`config.mk`:
```
export PLATFORM = sky130hd
export DESIGN_NAME = relay_link_sched
export DESIGN_NICKNAME = d
export VERILOG_FILES = /design/src/rtl/relay_link_sched_pkg.sv /design/src/rtl/relay_link_sched_zero_run.sv /design/src/rtl/relay_link_sched.sv
export SDC_FILE = /design/constraint.sdc
export NUM_CORES = 1
export LEC_CHECK = 0
export CELL_PAD_IN_SITES_DETAIL_PLACEMENT = 1
export CELL_PAD_IN_SITES_GLOBAL_PLACEMENT = 2
export CORE_MARGIN = 10
export CORE_UTILIZATION = 37
export DETAILED_ROUTE_END_ITERATION = 10
export PLACE_DENSITY = 0.87
export SYNTH_ARGS = -nofsm -noshare
export SYNTH_HDL_FRONTEND = slang
export SYNTH_SLANG_ARGS = --single-unit
```
`constraint.sdc`:
```
create_clock -name clk -period 5.8 [get_ports clk]
set_clock_uncertainty 0.15 [all_clocks]
set_input_delay 1.16 -clock clk [delete_from_list [all_inputs] [get_ports clk]]
set_output_delay 1.16 -clock clk [all_outputs]
set_load 0.005 [all_outputs]
```
`src/rtl/relay_link_sched_pkg.sv`:
```
// Shared codes, types and helpers for the relay link scheduler.
// Covers the role codes, the mod_type codes, the per-role SOF nibbles and the FSM state type.
package relay_link_sched_pkg;

   localparam int unsigned ROLE_W  = 3;
   localparam int unsigned NIB_W   = 4;
   localparam int unsigned LEN_W   = 8;
   localparam int unsigned GUARD_W = 10;

   localparam int unsigned EOF_ZERO_NIB_DEF  = 4;
   localparam int unsigned IDLE_ZERO_NIB_DEF = 4;
   localparam int unsigned MAX_FRAME_NIB_DEF = 128;
   localparam int unsigned GUARD_CYCLES_DEF  = 64;

   localparam logic [ROLE_W-1:0] ROLE_FAKE_READER = 3'b101;
   localparam logic [ROLE_W-1:0] ROLE_FAKE_TAG    = 3'b110;

   localparam logic [ROLE_W-1:0] MT_OFF        = 3'b000;
   localparam logic [ROLE_W-1:0] MT_RDR_LISTEN = 3'b011;
   localparam logic [ROLE_W-1:0] MT_RDR_MOD    = 3'b100;
   localparam logic [ROLE_W-1:0] MT_TAG_LISTEN = 3'b001;
   localparam logic [ROLE_W-1:0] MT_TAG_MOD    = 3'b010;

   localparam logic [NIB_W-1:0] SOF_RDR = 4'hc;
   localparam logic [NIB_W-1:0] SOF_TAG = 4'hf;

   typedef enum logic [1:0] {
      ST_DIS    = 2'd0,
      ST_LISTEN = 2'd1,
      ST_MOD    = 2'd2,
      ST_GUARD  = 2'd3
   } state_e;

   typedef struct packed {
      logic [ROLE_W-1:0] mod_type;
      logic              enc_enable;
      logic              frame_active;
      logic [LEN_W-1:0]  frame_len;
      logic              err_overflow;
      logic              err_sof;
   } link_out_t;

   function automatic logic role_valid(input logic [ROLE_W-1:0] role);
      return (role == ROLE_FAKE_READER) || (role == ROLE_FAKE_TAG);
   endfunction

   function automatic logic [ROLE_W-1:0] listen_code(input logic [ROLE_W-1:0] role);
      return (role == ROLE_FAKE_READER) ? MT_RDR_LISTEN : MT_TAG_LISTEN;
   endfunction

   function automatic logic [ROLE_W-1:0] mod_code(input logic [ROLE_W-1:0] role);
      return (role == ROLE_FAKE_READER) ? MT_RDR_MOD : MT_TAG_MOD;
   endfunction

   function automatic logic [NIB_W-1:0] sof_nib(input logic [ROLE_W-1:0] role);
      return (role == ROLE_FAKE_READER) ? SOF_RDR : SOF_TAG;
   endfunction

endpackage

```
`src/rtl/relay_link_sched_zero_run.sv`:
```
// Saturating run counter of consecutive 0x0 nibbles; shared by idle and EOF detection.
module relay_link_sched_zero_run #(
   parameter int unsigned SAT        = 4,
   parameter int unsigned PRESET_VAL = 4,
   parameter int unsigned W          = 3
) (
   input  logic         clk,
   input  logic         reset,
   input  logic         clr,
   input  logic         preset,
   input  logic         inc,
   output logic [W-1:0] cnt
);

   logic [W-1:0] cnt_q;
   logic [W-1:0] cnt_d;

   always_comb begin
      cnt_d = cnt_q;
      if (clr) begin
         cnt_d = '0;
      end else if (preset) begin
         cnt_d = W'(PRESET_VAL);
      end else if (inc && (cnt_q < W'(SAT))) begin
         cnt_d = cnt_q + W'(1);
      end
   end

   always_ff @(posedge clk or negedge reset) begin
      if (!reset) begin
         cnt_q <= '0;
      end else begin
         cnt_q <= cnt_d;
      end
   end

   assign cnt = cnt_q;

endmodule

```
`src/rtl/relay_link_sched.sv`:
```
// Half-duplex scheduler for the relay wire: frames decoded nibbles (SOF/EOF), owns mod_type,
// gates the encoder, and enforces turnaround guard, frame-length limit and error flags.
module relay_link_sched
   import relay_link_sched_pkg::*;
#(
   parameter int unsigned EOF_ZERO_NIB  = EOF_ZERO_NIB_DEF,
   parameter int unsigned IDLE_ZERO_NIB = IDLE_ZERO_NIB_DEF,
   parameter int unsigned MAX_FRAME_NIB = MAX_FRAME_NIB_DEF,
   parameter int unsigned GUARD_CYCLES  = GUARD_CYCLES_DEF
) (
   input  logic              clk,
   input  logic              reset,
   input  logic [ROLE_W-1:0] hi_sim_mode,
   input  logic [NIB_W-1:0]  nib,
   input  logic              nib_valid,
   output logic [ROLE_W-1:0] mod_type,
   output logic              enc_enable,
   output logic              frame_active,
   output logic [LEN_W-1:0]  frame_len,
   output logic              err_overflow,
   output logic              err_sof
);

   localparam int unsigned ZR_SAT = (EOF_ZERO_NIB > IDLE_ZERO_NIB) ? EOF_ZERO_NIB : IDLE_ZERO_NIB;
   localparam int unsigned ZR_W   = $clog2(ZR_SAT + 1);

   state_e              state_q, state_d;
   logic [ROLE_W-1:0]   mode_q;
   logic [GUARD_W-1:0]  guard_q, guard_d;
   link_out_t           out_q, out_d;
   logic [LEN_W-1:0]    len_d, len_inc;
   logic                eo_d, es_d;
   logic                zr_clr, zr_preset, zr_inc;
   logic [ZR_W-1:0]     zr_cnt;
   logic                role_chg;

   relay_link_sched_zero_run #(
      .SAT        (ZR_SAT),
      .PRESET_VAL (IDLE_ZERO_NIB),
      .W          (ZR_W)
   ) u_zero_run (
      .clk    (clk),
      .reset  (reset),
      .clr    (zr_clr),
      .preset (zr_preset),
      .inc    (zr_inc),
      .cnt    (zr_cnt)
   );

   // Next state, counters, flags and the registered output image.
   always_comb begin
      state_d   = state_q;
      guard_d   = guard_q;
      len_d     = out_q.frame_len;
      eo_d      = out_q.err_overflow;
      es_d      = out_q.err_sof;
      zr_clr    = 1'b0;
      zr_preset = 1'b0;
      zr_inc    = 1'b0;
      out_d     = '0;
      role_chg  = (hi_sim_mode != mode_q);
      len_inc   = (out_q.frame_len == {LEN_W{1'b1}}) ? out_q.frame_len
                                                      : out_q.frame_len + LEN_W'(1);

      if (role_chg) begin
         // Role change wins over everything, including a same-cycle nibble.
         state_d = ST_DIS;
         guard_d = '0;
         len_d   = '0;
         eo_d    = 1'b0;
         es_d    = 1'b0;
         zr_clr  = 1'b1;
      end else begin
         case (state_q)
            ST_DIS: begin
               zr_clr = 1'b1;
               if (role_valid(mode_q)) begin
                  state_d = ST_LISTEN;
               end
            end
            ST_LISTEN: begin
               if (nib_valid) begin
                  if (nib == sof_nib(mode_q)) begin
                     zr_clr = 1'b1;
                     if (zr_cnt >= ZR_W'(IDLE_ZERO_NIB)) begin
                        state_d = ST_MOD;
                        len_d   = LEN_W'(1);
                     end else begin
                        es_d = 1'b1;
                     end
                  end else if (nib == '0) begin
                     zr_inc = 1'b1;
                  end else begin
                     zr_clr = 1'b1;
                  end
               end
            end
            ST_MOD: begin
               if (nib_valid) begin
                  len_d = len_inc;
                  if (nib == '0) begin
                     zr_inc = 1'b1;
                  end else begin
                     zr_clr = 1'b1;
                  end
                  // EOF only on a byte boundary; otherwise keep counting toward the limit.
                  if ((nib == '0) && (zr_cnt >= ZR_W'(EOF_ZERO_NIB - 1)) && !len_inc[0]) begin
                     state_d = ST_GUARD;
                     guard_d = GUARD_W'(GUARD_CYCLES - 1);
                  end else if (len_inc == LEN_W'(MAX_FRAME_NIB)) begin
                     state_d = ST_GUARD;
                     guard_d = GUARD_W'(GUARD_CYCLES - 1);
                     eo_d    = 1'b1;
                  end
               end
            end
            ST_GUARD: begin
               if (guard_q == '0) begin
                  state_d   = ST_LISTEN;
                  zr_preset = 1'b1;
               end else begin
                  guard_d = guard_q - GUARD_W'(1);
               end
            end
            default: begin
               state_d = ST_DIS;
            end
         endcase
      end

      out_d.frame_len    = len_d;
      out_d.err_overflow = eo_d;
      out_d.err_sof      = es_d;
      case (state_d)
         ST_LISTEN: begin
            out_d.mod_type   = listen_code(mode_q);
            out_d.enc_enable = 1'b1;
         end
         ST_MOD: begin
            out_d.mod_type     = mod_code(mode_q);
            out_d.frame_active = 1'b1;
         end
         ST_GUARD: begin
            out_d.mod_type = listen_code(mode_q);
         end
         default: begin
            out_d.mod_type = MT_OFF;
         end
      endcase
   end

   always_ff @(posedge clk or negedge reset) begin
      if (!reset) begin
         state_q <= ST_DIS;
         mode_q  <= '0;
         guard_q <= '0;
         out_q   <= '0;
      end else begin
         state_q <= state_d;
         mode_q  <= hi_sim_mode;
         guard_q <= guard_d;
         out_q   <= out_d;
      end
   end

   assign mod_type     = out_q.mod_type;
   assign enc_enable   = out_q.enc_enable;
   assign frame_active = out_q.frame_active;
   assign frame_len    = out_q.frame_len;
   assign err_overflow = out_q.err_overflow;
   assign err_sof      = out_q.err_sof;

endmodule
```
==> reports/metrics.yaml, run 1 <==
die:
  die_width_um: 96.71
  floorplan_die_area_mm2: 0.009352
  initial_core_util_pct: 38.82
  io_pins: 25
  fp.dieH_um: 96.71
  num_rows: 27
  design.core.area_mm2: 0.005608
routing:
  routed_wire_length_per_instance_um: 18.36
  postRouteWirelength_um: 6115
  remaining_drc_errors: 0
  detail_route.iter0.violations: 83
  avgViaCountPerCell: 5.790
  ant_nets: 0
  num_vias: 1928
  drt_pass1_iterations: 4
logic_synthesis:
  ys_ff_latch: 32
  async_reset_ff_share_pct: 100.0
  mapped_avg_cell_area_um2: 8.996
  yosysUniqueCellTypes: 55
  synthesis.yosys.warnings: 0
  yosys_most_used_dff: "sky130_fd_sc_hd__dfrtp_1"
  netlist_instances: 242
  syn_area_mm2: 0.002177
  synth_sequential_area_ratio_pct: 36.78
  syn-num-nets: 261
  synth-edff-count: 0
grt:
  grt_pass1_vias: 2115
  global_route_wire_length_before_repair_um: 10940
  grt.overflow.total: 0
  antenna_found_initial: 0
  grt_most_used_layer: "met2"
  grt_max_degree: 33
  total_global_route_track_usage_pct: 13.54
  grt_util_met1_pct: 16.56
  grt_util_met3_pct: 3.194
  grt_use_met2_pct: 23.01
critical_path:
  worstSetupStartpointType: "input pin"
  crit_path_end_kind: "register"
  critPathRequiredTime_ns: 5.83
  setup.worst_path.class: "in -> reg"
  crit_arrival_ns: 3.71
  number_of_cell_instances_on_the_worst_register_to_register_path: 7
  timing.critical_path.fanout_max: 15
timing:
  maxSlewViolCount: 0
  finalCriticalPeriod_ns: 3.682
  maximum_operating_frequency_mhz: 271.6
  worst-slew-pin-transition_ns: 1.013
  relSlewSlack_pct: 31.92
  share_of_the_cycle_needed_by_the_critical_path_after_routing_pct: 63.48
  rsz0062_at_grt: "no"
  total_negative_setup_slacks_ns: 0
  hold_viol: 0
  setup_viol: 0
power:
  totalPowerFinal_mw: 0.5070
  vdd.ir_drop.worst_v: 0.00006930
  power_density_mw_per_mm2: 198.7
  power.static_leakage_nw: 0.9921
run_status:
  outcome: "complete, no violations"
placed_design:
  port_buffers: 24
  routabilityCongestion: 0.8322
  place_area_mm2: 0.002440
  dp_hpwl_um: 4369
layout:
  area.growth.synth_to_final_pct: 17.18
  ant_diodes: 0
  drive_gt1_share_pct: 8.046
  finish.net_count: 279
  stdcell_area_mm2: 0.002551
clocking:
  worstSkewPairLatency_ns: 0.29
  tritoncts_clock_tree: "done"
  number_of_buffers_on_the_longest_clock_path: 2
  clk_pin_slew_ns: 0.07
  clock-sinks: 32
  post-cts-setup-buffer-count: 0
  cts-hold-fix-buffers: 0
  cts.root.buffer_cell: "sky130_fd_sc_hd__clkbuf_8"
  numCtsBuffers: 5
  post_cts_resize_count: 0
  htree_num_levels: 2
worst_hold_path:
  min_delay_path_depth: 1
  holdCritPathClass: "reg -> reg"
job:
  max_cap_viol_count: 0
[sequential cells by signal, summed over array words and instances (netlist names)]
| signal | count |
|---|---|
| mode_q | 3 |
| err_sof | 1 |
| mod_type | 3 |
| u_zero_run.cnt | 3 |
| frame_active | 1 |
| frame_len | 8 |
| state_q | 1 |
| err_overflow | 1 |
| guard_q | 10 |
| enc_enable | 1 |
[stage by stage]
stage                     util [%]  hold slack, ns  std cells  setup WS (ns)
after floorplan                  -          0.3065        242          2.981
after global placement       43.51          0.3232        325          1.934
after detailed placement     43.51          0.3291        325          1.806
after CTS                    45.49          0.3496        333          2.100
after global routing         45.49          0.3835        333          1.909
final                        45.49          0.3419        333          2.118
[final timing paths]
path	start	endpoint	slack, ns
max	hi_sim_mode[2]	guard_q[2]$_DFFE_PN0P_	2.12
min	guard_q[8]$_DFFE_PN0P_	guard_q[8]$_DFFE_PN0P_	0.34
max reg2reg	mod_type[0]$_DFF_PN0_	guard_q[6]$_DFFE_PN0P_	2.67
min reg2reg	guard_q[8]$_DFFE_PN0P_	guard_q[8]$_DFFE_PN0P_	0.34
max in group asynchronous	reset	guard_q[1]$_DFFE_PN0P_	4.07
min in group asynchronous	reset	frame_active$_DFF_PN0_	1.12
[routing by layer]
layer  share of wire [%]  up-vias  routed length, um
met5                   0        -                  0
met4                0.98        0                 60
met3                 3.6        7                220
met2                  49       28               2996
met1                  46      960               2838
li1                    -      933                  -
[Yosys cell counts (all sizes together) (3+ instances only)]
| library cell | n | share of area (%) |
|---|---|---|
| a211oi | 9 | 3.8 |
| a21oi | 11 | 2.7 |
| a31oi | 9 | 3.3 |
| a32o | 4 | 1.8 |
| and2 | 3 | 0.86 |
| and3 | 7 | 2.0 |
| buf | 9 | 2.6 |
| clkbuf | 5 | 0.86 |
| dfrtp | 32 | 37 |
| ha | 9 | 5.2 |
| inv | 9 | 1.6 |
| mux2i | 3 | 1.4 |
| nand2 | 18 | 3.1 |
| nand2b | 4 | 1.1 |
| nand3 | 8 | 2.1 |
| nand3b | 4 | 1.4 |
| nand4 | 4 | 1.4 |
| nor2 | 19 | 3.3 |
| nor2b | 3 | 0.86 |
| nor3 | 4 | 0.92 |
| nor3b | 6 | 2.1 |
| nor4 | 3 | 1.1 |
| o21ai | 19 | 4.5 |
| o22ai | 3 | 0.86 |
| o41ai | 5 | 2.4 |
| or2 | 5 | 1.4 |
| xnor2 | 4 | 1.6 |
[placed cells by master, fill, tap and decap left out, types with 2 or more instances in the layout]
cell type	synthesis	layout
sky130_fd_sc_hd__and4_1	2	2
sky130_fd_sc_hd__a211oi_2	3	3
sky130_fd_sc_hd__ha_1	9	9
sky130_fd_sc_hd__nor3b_1	6	6
sky130_fd_sc_hd__a31oi_1	8	8
sky130_fd_sc_hd__a211oi_1	6	6
sky130_fd_sc_hd__nand2b_1	4	4
sky130_fd_sc_hd__o2bb2ai_1	2	2
sky130_fd_sc_hd__or3_1	2	2
sky130_fd_sc_hd__o31ai_1	2	2
sky130_fd_sc_hd__o21ai_0	18	18
sky130_fd_sc_hd__nand2_1	18	18
sky130_fd_sc_hd__clkbuf_8	0	5
sky130_fd_sc_hd__nor4_1	2	2
sky130_fd_sc_hd__o21a_1	2	2
sky130_fd_sc_hd__clkdlybuf4s50_1	0	24
sky130_fd_sc_hd__nand3_1	7	7
sky130_fd_sc_hd__mux2i_1	3	3
sky130_fd_sc_hd__o41ai_1	4	4
sky130_fd_sc_hd__xnor2_1	4	4
sky130_fd_sc_hd__inv_1	9	9
sky130_fd_sc_hd__nand3b_1	4	4
sky130_fd_sc_hd__nor2_1	19	19
sky130_fd_sc_hd__and3_1	7	7
sky130_fd_sc_hd__a21oi_1	10	10
sky130_fd_sc_hd__or4_1	2	2
sky130_fd_sc_hd__a32o_1	4	4
sky130_fd_sc_hd__or2_1	4	4
sky130_fd_sc_hd__and2_1	3	3
sky130_fd_sc_hd__nor2b_1	3	3
sky130_fd_sc_hd__nand4_1	3	3
sky130_fd_sc_hd__o22ai_1	3	3
sky130_fd_sc_hd__dfrtp_1	32	32
sky130_fd_sc_hd__nor3_1	4	4
[kinds of logic after synthesis]
logic type | share of synthesized area [%]
adder cells (fa/ha/maj) | 5.173
AO/OA/AOI/OAI | 24.71
AND/OR/NAND/NOR | 24.94
XOR/XNOR | 2.011
flip-flops | 36.78
buffers and inverters | 5.000
multiplexers | 1.379
[critical path, stage by stage]
cell and delay, ns:
sky130_fd_sc_hd__clkdlybuf4s50_1 0.45, sky130_fd_sc_hd__xnor2_1 0.22, sky130_fd_sc_hd__nand3_1 0.53, sky130_fd_sc_hd__or3_1 0.68, sky130_fd_sc_hd__or2_1 0.40, sky130_fd_sc_hd__a32o_1 0.27
[final cells by class]
| class | instances | area (um^2) |
|---|---|---|
| multi-input cells | 187 | 1267 |
| fillers | 672 | 3057 |
| well taps | 72 | 90.09 |
| clock buffers | 5 | 68.82 |
| flip-flops and latches | 32 | 800.8 |
| inverters | 9 | 33.78 |
| repair buffers | 25 | 247.7 |
| clock inverters | 3 | 42.54 |
[report_power, final]
| group | internal, mW | switching [mW] |
|---|---|---|
| sequential | 0.227 | 0.00471 |
| combinational | 0.0207 | 0.0367 |
| clock | 0.127 | 0.0912 |
No activity file was read; power rests on OpenSTA's default activity.
==> run 2, diff against run 1 <==
- CORE_UTILIZATION: 37 -> 35
- PLACE_DENSITY: 0.87 -> 0.83
- clock period: 5.8 -> 3.49 ns (I/O delays scaled with it)
==> run 2 against run 1 <==
Compared with the run above: first-iteration DRC count is 43% lower; total power is 66% higher; hold slack better by 0.015 ns; clock power is 64% higher; non-clock buffer count is 4 higher; cell area is 1.3% higher; via count is 1.5% higher; largest cell class unchanged.
==> reports/metrics.yaml, run 2 (synthesis gave the netlist of run 1 again) <==
run_status:
  outcome: "complete, no violations"  # unchanged
clocking:
  clk_pin_slew_ns: 0.07  # about the same
  cts-hold-fix-buffers: 0  # unchanged
  cts.root.buffer_cell: "sky130_fd_sc_hd__clkbuf_8"  # unchanged
  post_cts_resize_count: 0  # unchanged
  worstSkewPairLatency_ns: 0.28  # was 0.29 ns
  number_of_buffers_on_the_longest_clock_path: 2  # unchanged
  tritoncts_clock_tree: "done"  # unchanged
  numCtsBuffers: 5  # unchanged
  htree_num_levels: 2  # unchanged
  clock-sinks: 32  # unchanged
  post-cts-setup-buffer-count: 0  # unchanged
layout:
  drive_gt1_share_pct: 9.434  # was 8.046%
  layout.cells.most_common_list: "32 x sky130_fd_sc_hd__dfrtp_1, 24 x sky130_fd_sc_hd__clkdlybuf4s50_1, 19 x sky130_fd_sc_hd__nor2_1"  # unchanged
  top_register: "guard_q"  # unchanged
  area.growth.synth_to_final_pct: 18.74  # was 17.18%
  largest_register_ffs: 10  # unchanged
  finish.net_count: 283  # was 279
  finalCoreUtilization_pct: 43.15  # was 45.49%
  ant_diodes: 0  # unchanged
  stdcell_area_mm2: 0.002585  # was 0.002551 mm^2
  layout.cells.most_common: "sky130_fd_sc_hd__dfrtp_1"  # unchanged
die:
  num_rows: 28  # was 27
  initial_core_util_pct: 36.34  # was 38.82%
  io_pins: 25  # unchanged
  floorplan_die_area_mm2: 0.009775  # was 0.009352 mm^2
  design.core.area_mm2: 0.005991  # was 0.005608 mm^2
  die_width_um: 98.87  # was 96.71 um
  fp.dieH_um: 98.87  # was 96.71 um
critical_path:
  worstSetupStartpoint: "frame_len[0]$_DFFE_PN0P_"  # was hi_sim_mode[2]
  cpMostUsedCell: "sky130_fd_sc_hd__or2_1"
  worst_r2r_startpoint: "frame_len[0]$_DFFE_PN0P_"  # was mod_type[0]$_DFF_PN0_
  worstSetupStartpointType: "register"  # was input pin
  number_of_cell_instances_on_the_worst_register_to_register_path: 8  # was 7
  critical_path.n_buffers_inverters: 1  # unchanged
  worst_r2r_endpoint: "guard_q[6]$_DFFE_PN0P_"  # unchanged
  crit_path_end_kind: "register"  # unchanged
  critPathRequiredTime_ns: 3.51  # was 5.83 ns
  path_delay_family: "simple AND/OR/NAND/NOR gates"  # unchanged
  slowest_delay_ns: 0.49  # was 0.68 ns
  cp.depth: 8  # was 6
  crit_arrival_ns: 2.79  # was 3.71 ns
  timing.critical_path.to: "guard_q[6]$_DFFE_PN0P_"  # was guard_q[2]$_DFFE_PN0P_
  timing.critical_path.fanout_max: 13  # was 15
  cpMaxStageDelayCell: "sky130_fd_sc_hd__dfrtp_1"  # was sky130_fd_sc_hd__or3_1
  setup.worst_path.class: "reg -> reg"  # was in -> reg
  path_cells: "ha_1 > nand4_2 > or2_1 > a41oi_2 > nor4_2 > buf_4 > or2_1 > a32o_1"  # was clkdlybuf4s50_1 > xnor2_1 > nand3_1 > or3_1 > or2_1 > a32o_1
  reg2reg_slack_ns: 0.72  # was 2.67 ns
grt:
  grt.overflow.total: 0  # unchanged
  grt_pass1_vias: 2045  # was 2115
  total_global_route_track_usage_pct: 12.78  # was 13.54%
  antenna_found_initial: 0  # unchanged
  grt_max_degree: 33  # unchanged
  global_route_wire_length_before_repair_um: 10480  # was 10940 um
routing:
  drt_pass1_iterations: 4  # unchanged
  avgViaCountPerCell: 5.753  # was 5.790
  remaining_drc_errors: 0  # unchanged
  detail_route.iter0.violations: 47  # was 83
  routed_wire_length_per_instance_um: 17.94  # was 18.36 um
  postRouteWirelength_um: 6098  # was 6115 um
  ant_nets: 0  # unchanged
  num_vias: 1956  # was 1928
timing:
  relSlewSlack_pct: 60.25  # was 31.92%
  final.hold.worst_slack_ns: 0.3564  # was 0.3419 ns
  hold_viol: 0  # unchanged
  worst-slew-pin-transition_ns: 0.5909  # was 1.013 ns
  share_of_the_cycle_needed_by_the_critical_path_after_routing_pct: 79.35
  setup_viol: 0  # unchanged
  finalCriticalPeriod_ns: 2.769
  rsz0062_at_grt: "no"  # unchanged
  maximum_operating_frequency_mhz: 361.1
  maxSlewViolCount: 0  # unchanged
  total_negative_setup_slacks_ns: 0  # unchanged
power:
  power.static_leakage_nw: 1.013  # was 0.9921 nW
  totalPowerFinal_mw: 0.8396  # was 0.5070 mW
  power_density_mw_per_mm2: 324.8  # was 198.7 mW/mm^2
  vdd.ir_drop.worst_v: 0.0001759  # was 0.00006930 V
placed_design:
  routabilityCongestion: 0.7751  # was 0.8322
  dp_hpwl_um: 4483  # was 4369 um
  place_area_mm2: 0.002474  # was 0.002440 mm^2
  port_buffers: 24  # unchanged
worst_hold_path:
  hp-start: "guard_q[8]$_DFFE_PN0P_"  # unchanged
  holdCritPathClass: "reg -> reg"  # unchanged
job:
  max_cap_viol_count: 0  # unchanged
## run 2: cell types whose count changed in the layout (fill, tap and decap cells not counted)
cell,delta
sky130_fd_sc_hd__buf_4,+4
## run 2: per-layer routing
metal,up-vias,global-route usage [%],wire length (um)
met5,-,0,0
met4,0,4.300,86
met3,9,3.352,194
met2,20,20.84,2913
met1,987,15.87,2903
li1,940,-,-
## run 2: worst min-delay path by stage
| stage | depth (start not counted) | slack (ns) | end |
|---|---|---|---|
| 2_1_floorplan | 0 | 0.25 | enc_enable$_DFF_PN0_ |
| 3_3_place_gp | 1 | 0.33 | guard_q[8]$_DFFE_PN0P_ |
| 3_5_place_dp | 1 | 0.33 | guard_q[8]$_DFFE_PN0P_ |
| 4_1_cts | 1 | 0.35 | guard_q[8]$_DFFE_PN0P_ |
| 5_1_grt | 1 | 0.41 | guard_q[8]$_DFFE_PN0P_ |
| 6_report | 1 | 0.36 | guard_q[8]$_DFFE_PN0P_ |
## run 2: cell type report
type	count	area, um^2
Tap cell	75	93.84
Inverter	9	33.78
Sequential cell	32	800.8
Multi-Input combinational cell	187	1267
Clock inverter	3	42.54
Timing Repair Buffer	29	277.8
Fill cell	711	3406
Clock buffer	5	68.82
## run 2: per-stage QoR
stage	setup WS, ns	std cells
5_1_grt	0.4735	340
3_5_place_dp	0.5175	332
6_report	0.7207	340
3_3_place_gp	0.5689	332
2_1_floorplan	1.052	242
4_1_cts	0.7313	340
## run 2: power breakdown
part	leakage (nW)	internal (mW)	switching, mW
sequential	0.439	0.377	0.00802
clock	0.0541	0.211	0.147
combinational	0.520	0.0357	0.0610
total	1.01	0.623	0.216
==> run 3, diff against run 2 <==
- clock period: 3.49 -> 2.8 ns (I/O delays scaled with it)
==> run 3 against run 2 <==
Compared with the run above: total power is 26% higher; sequential cell count is the same; sequential power rose by 24%; die area unchanged; critical path depth unchanged; largest power group unchanged; sequential share of layout area shrank 1.2 points; register-to-register slack worse by 0.39 ns; fmax up 12%; core utilization is 1.7 points higher; hold slack lost 0.0077 ns; via count up 1.5%.
==> reports/metrics.yaml, run 3 (synthesis gave the netlist of run 1 again) <==
routing:
  avgViaCountPerCell: 5.610  # was 5.753
  num_vias: 1986  # was 1956
  detail_route.iter0.violations: 41  # was 47
  drt_pass1_iterations: 4  # unchanged
  remaining_drc_errors: 0  # unchanged
  postRouteWirelength_um: 6130  # was 6098 um
  routed_wire_length_per_instance_um: 17.32  # was 17.94 um
  ant_nets: 0  # unchanged
critical_path:
  crit_path_end_kind: "register"  # unchanged
  setup.worst_path.class: "reg -> reg"  # unchanged
  timing.critical_path.fanout_max: 8  # was 13
  crit_arrival_ns: 2.50  # was 2.79 ns
  critPathRequiredTime_ns: 2.83  # was 3.51 ns
  worstSetupStartpointType: "register"  # unchanged
grt:
  grt_use_met2_pct: 20.84  # unchanged
  grt_util_met3_pct: 3.841  # was 3.352%
  grt_most_used_layer: "met2"  # unchanged
  grt.overflow.total: 0  # unchanged
  antenna_found_initial: 0  # unchanged
  grt_util_met1_pct: 16.50  # was 15.87%
  grt_max_degree: 33  # unchanged
  global_route_wire_length_before_repair_um: 10570  # was 10480 um
  total_global_route_track_usage_pct: 13.02  # was 12.78%
  grt_pass1_vias: 2040  # was 2045
clocking:
  number_of_buffers_on_the_longest_clock_path: 2  # unchanged
  htree_num_levels: 2  # unchanged
  clock-sinks: 32  # unchanged
  numCtsBuffers: 5  # unchanged
  clk_pin_slew_ns: 0.07  # about the same
  post-cts-setup-buffer-count: 0  # unchanged
  cts.root.buffer_cell: "sky130_fd_sc_hd__clkbuf_8"  # unchanged
  worstSkewPairLatency_ns: 0.29  # was 0.28 ns
  cts-hold-fix-buffers: 0  # unchanged
  tritoncts_clock_tree: "done"  # unchanged
  post_cts_resize_count: 0  # unchanged
power:
  power.static_leakage_nw: 1.087  # was 1.013 nW
  totalPowerFinal_mw: 1.059  # was 0.8396 mW
  power_density_mw_per_mm2: 394.4  # was 324.8 mW/mm^2
  vdd.ir_drop.worst_v: 0.0002777  # was 0.0001759 V
layout:
  top_register: "guard_q"  # unchanged
  finish.net_count: 297  # was 283
  drive_gt1_share_pct: 13.62  # was 9.434%
  stdcell_area_mm2: 0.002686  # was 0.002585 mm^2
  layout.cells.most_common_list: "32 x sky130_fd_sc_hd__dfrtp_1, 24 x sky130_fd_sc_hd__clkdlybuf4s50_1, 19 x sky130_fd_sc_hd__nor2_1, 19 x sky130_fd_sc_hd__buf_4"  # was 32 x sky130_fd_sc_hd__dfrtp_1, 24 x sky130_fd_sc_hd__clkdlybuf4s50_1, 19 x sky130_fd_sc_hd__nor2_1
  layout.cells.most_common: "sky130_fd_sc_hd__dfrtp_1"  # unchanged
  ant_diodes: 0  # unchanged
  area.growth.synth_to_final_pct: 23.39  # was 18.74%
  largest_register_ffs: 10  # unchanged
  stdcell_count: 354  # was 340
  finalCoreUtilization_pct: 44.84  # was 43.15%
die:
  initial_core_util_pct: 36.34  # unchanged
  fp.dieH_um: 98.87  # unchanged
  design.core.area_mm2: 0.005991  # unchanged
  io_pins: 25  # unchanged
  floorplan_die_area_mm2: 0.009775  # unchanged
  die_width_um: 98.87  # unchanged
  num_rows: 28  # unchanged
placed_design:
  dp_hpwl_um: 4591  # was 4483 um
  post-place-cells: 346  # was 332
  place_area_mm2: 0.002579  # was 0.002474 mm^2
  port_buffers: 24  # unchanged
  post-place-ws_ns: 0.1512  # was 0.5175 ns
  routabilityCongestion: 0.7702  # was 0.7751
timing:
  rsz0062_at_grt: "no"  # unchanged
  postLayoutSetupSlackWorst_ns: 0.3285  # was 0.7207 ns
  final.hold.worst_slack_ns: 0.3487  # was 0.3564 ns
  relSlewSlack_pct: 65.17  # was 60.25%
  maxSlewViolCount: 0  # unchanged
  setup_viol: 0  # unchanged
  maximum_operating_frequency_mhz: 404.6  # was 361.1 MHz
  finalCriticalPeriod_ns: 2.471  # was 2.769 ns
  hold_viol: 0  # unchanged
  share_of_the_cycle_needed_by_the_critical_path_after_routing_pct: 88.27  # was 79.35%
  worst-slew-pin-transition_ns: 0.5153  # was 0.5909 ns
  total_negative_setup_slacks_ns: 0  # unchanged
run_status:
  outcome: "complete, no violations"  # unchanged
job:
  max_cap_viol_count: 0  # unchanged
worst_hold_path:
  holdCritPathClass: "reg -> reg"  # unchanged
==> run 3: changes by cell type in the layout (fill, tap and decap cells not counted), sizes merged <==
cell	previous run	this run
buf	5	19
clkbuf	5	6
clkinvlp	1	0
==> run 3: final timing paths <==
kind	startpoint	end	slack (ns)	cells past startpoint
setup reg to reg	u_zero_run.cnt[0]$_DFFE_PN0P_	guard_q[9]$_DFFE_PN0P_	0.33	8
hold reg to reg	guard_q[8]$_DFFE_PN0P_	guard_q[8]$_DFFE_PN0P_	0.35	1
hold / removal	guard_q[8]$_DFFE_PN0P_	guard_q[8]$_DFFE_PN0P_	0.35	1
setup / recovery	u_zero_run.cnt[0]$_DFFE_PN0P_	guard_q[9]$_DFFE_PN0P_	0.33	8
max in group asynchronous	reset	frame_len[2]$_DFFE_PN0P_	1.66	2
min in group asynchronous	reset	frame_len[7]$_DFFE_PN0P_	0.51	2
==> run 3: where the power goes <==
group	switching, mW	internal (mW)
combinational	0.0798	0.0538
clock	0.183	0.264
sequential	0.00902	0.469
total	0.272	0.787
==> run 3: area by class of cell <==
type / instances / area [um^2]
multi-input combinational: 187 / 1267
inverter: 9 / 33.78
timing repair buffer: 43 / 382.9
clock inverter: 2 / 35.03
clock buffer: 6 / 72.57
fill: 701 / 3304
tap: 75 / 93.84
sequential: 32 / 800.8
==> run 3: worst max-delay path, stage by stage (launching register included) <==
cell,delay [ns]
sky130_fd_sc_hd__dfrtp_1,0.42
sky130_fd_sc_hd__ha_1,0.21
sky130_fd_sc_hd__ha_1,0.18
sky130_fd_sc_hd__a211o_1,0.29
sky130_fd_sc_hd__nand4_1,0.11
sky130_fd_sc_hd__a21oi_2,0.05
sky130_fd_sc_hd__or3_1,0.33
sky130_fd_sc_hd__or2_1,0.36
sky130_fd_sc_hd__a32o_1,0.27
==> run 3: per-layer routing <==
layer | routed length [um] | part of all wire, % | vias up
met5 | 0 | 0 | -
met4 | 74 | 1.2 | 0
met3 | 220 | 3.6 | 6
met2 | 2887 | 47 | 18
met1 | 2947 | 48 | 990
li1 | - | - | 972
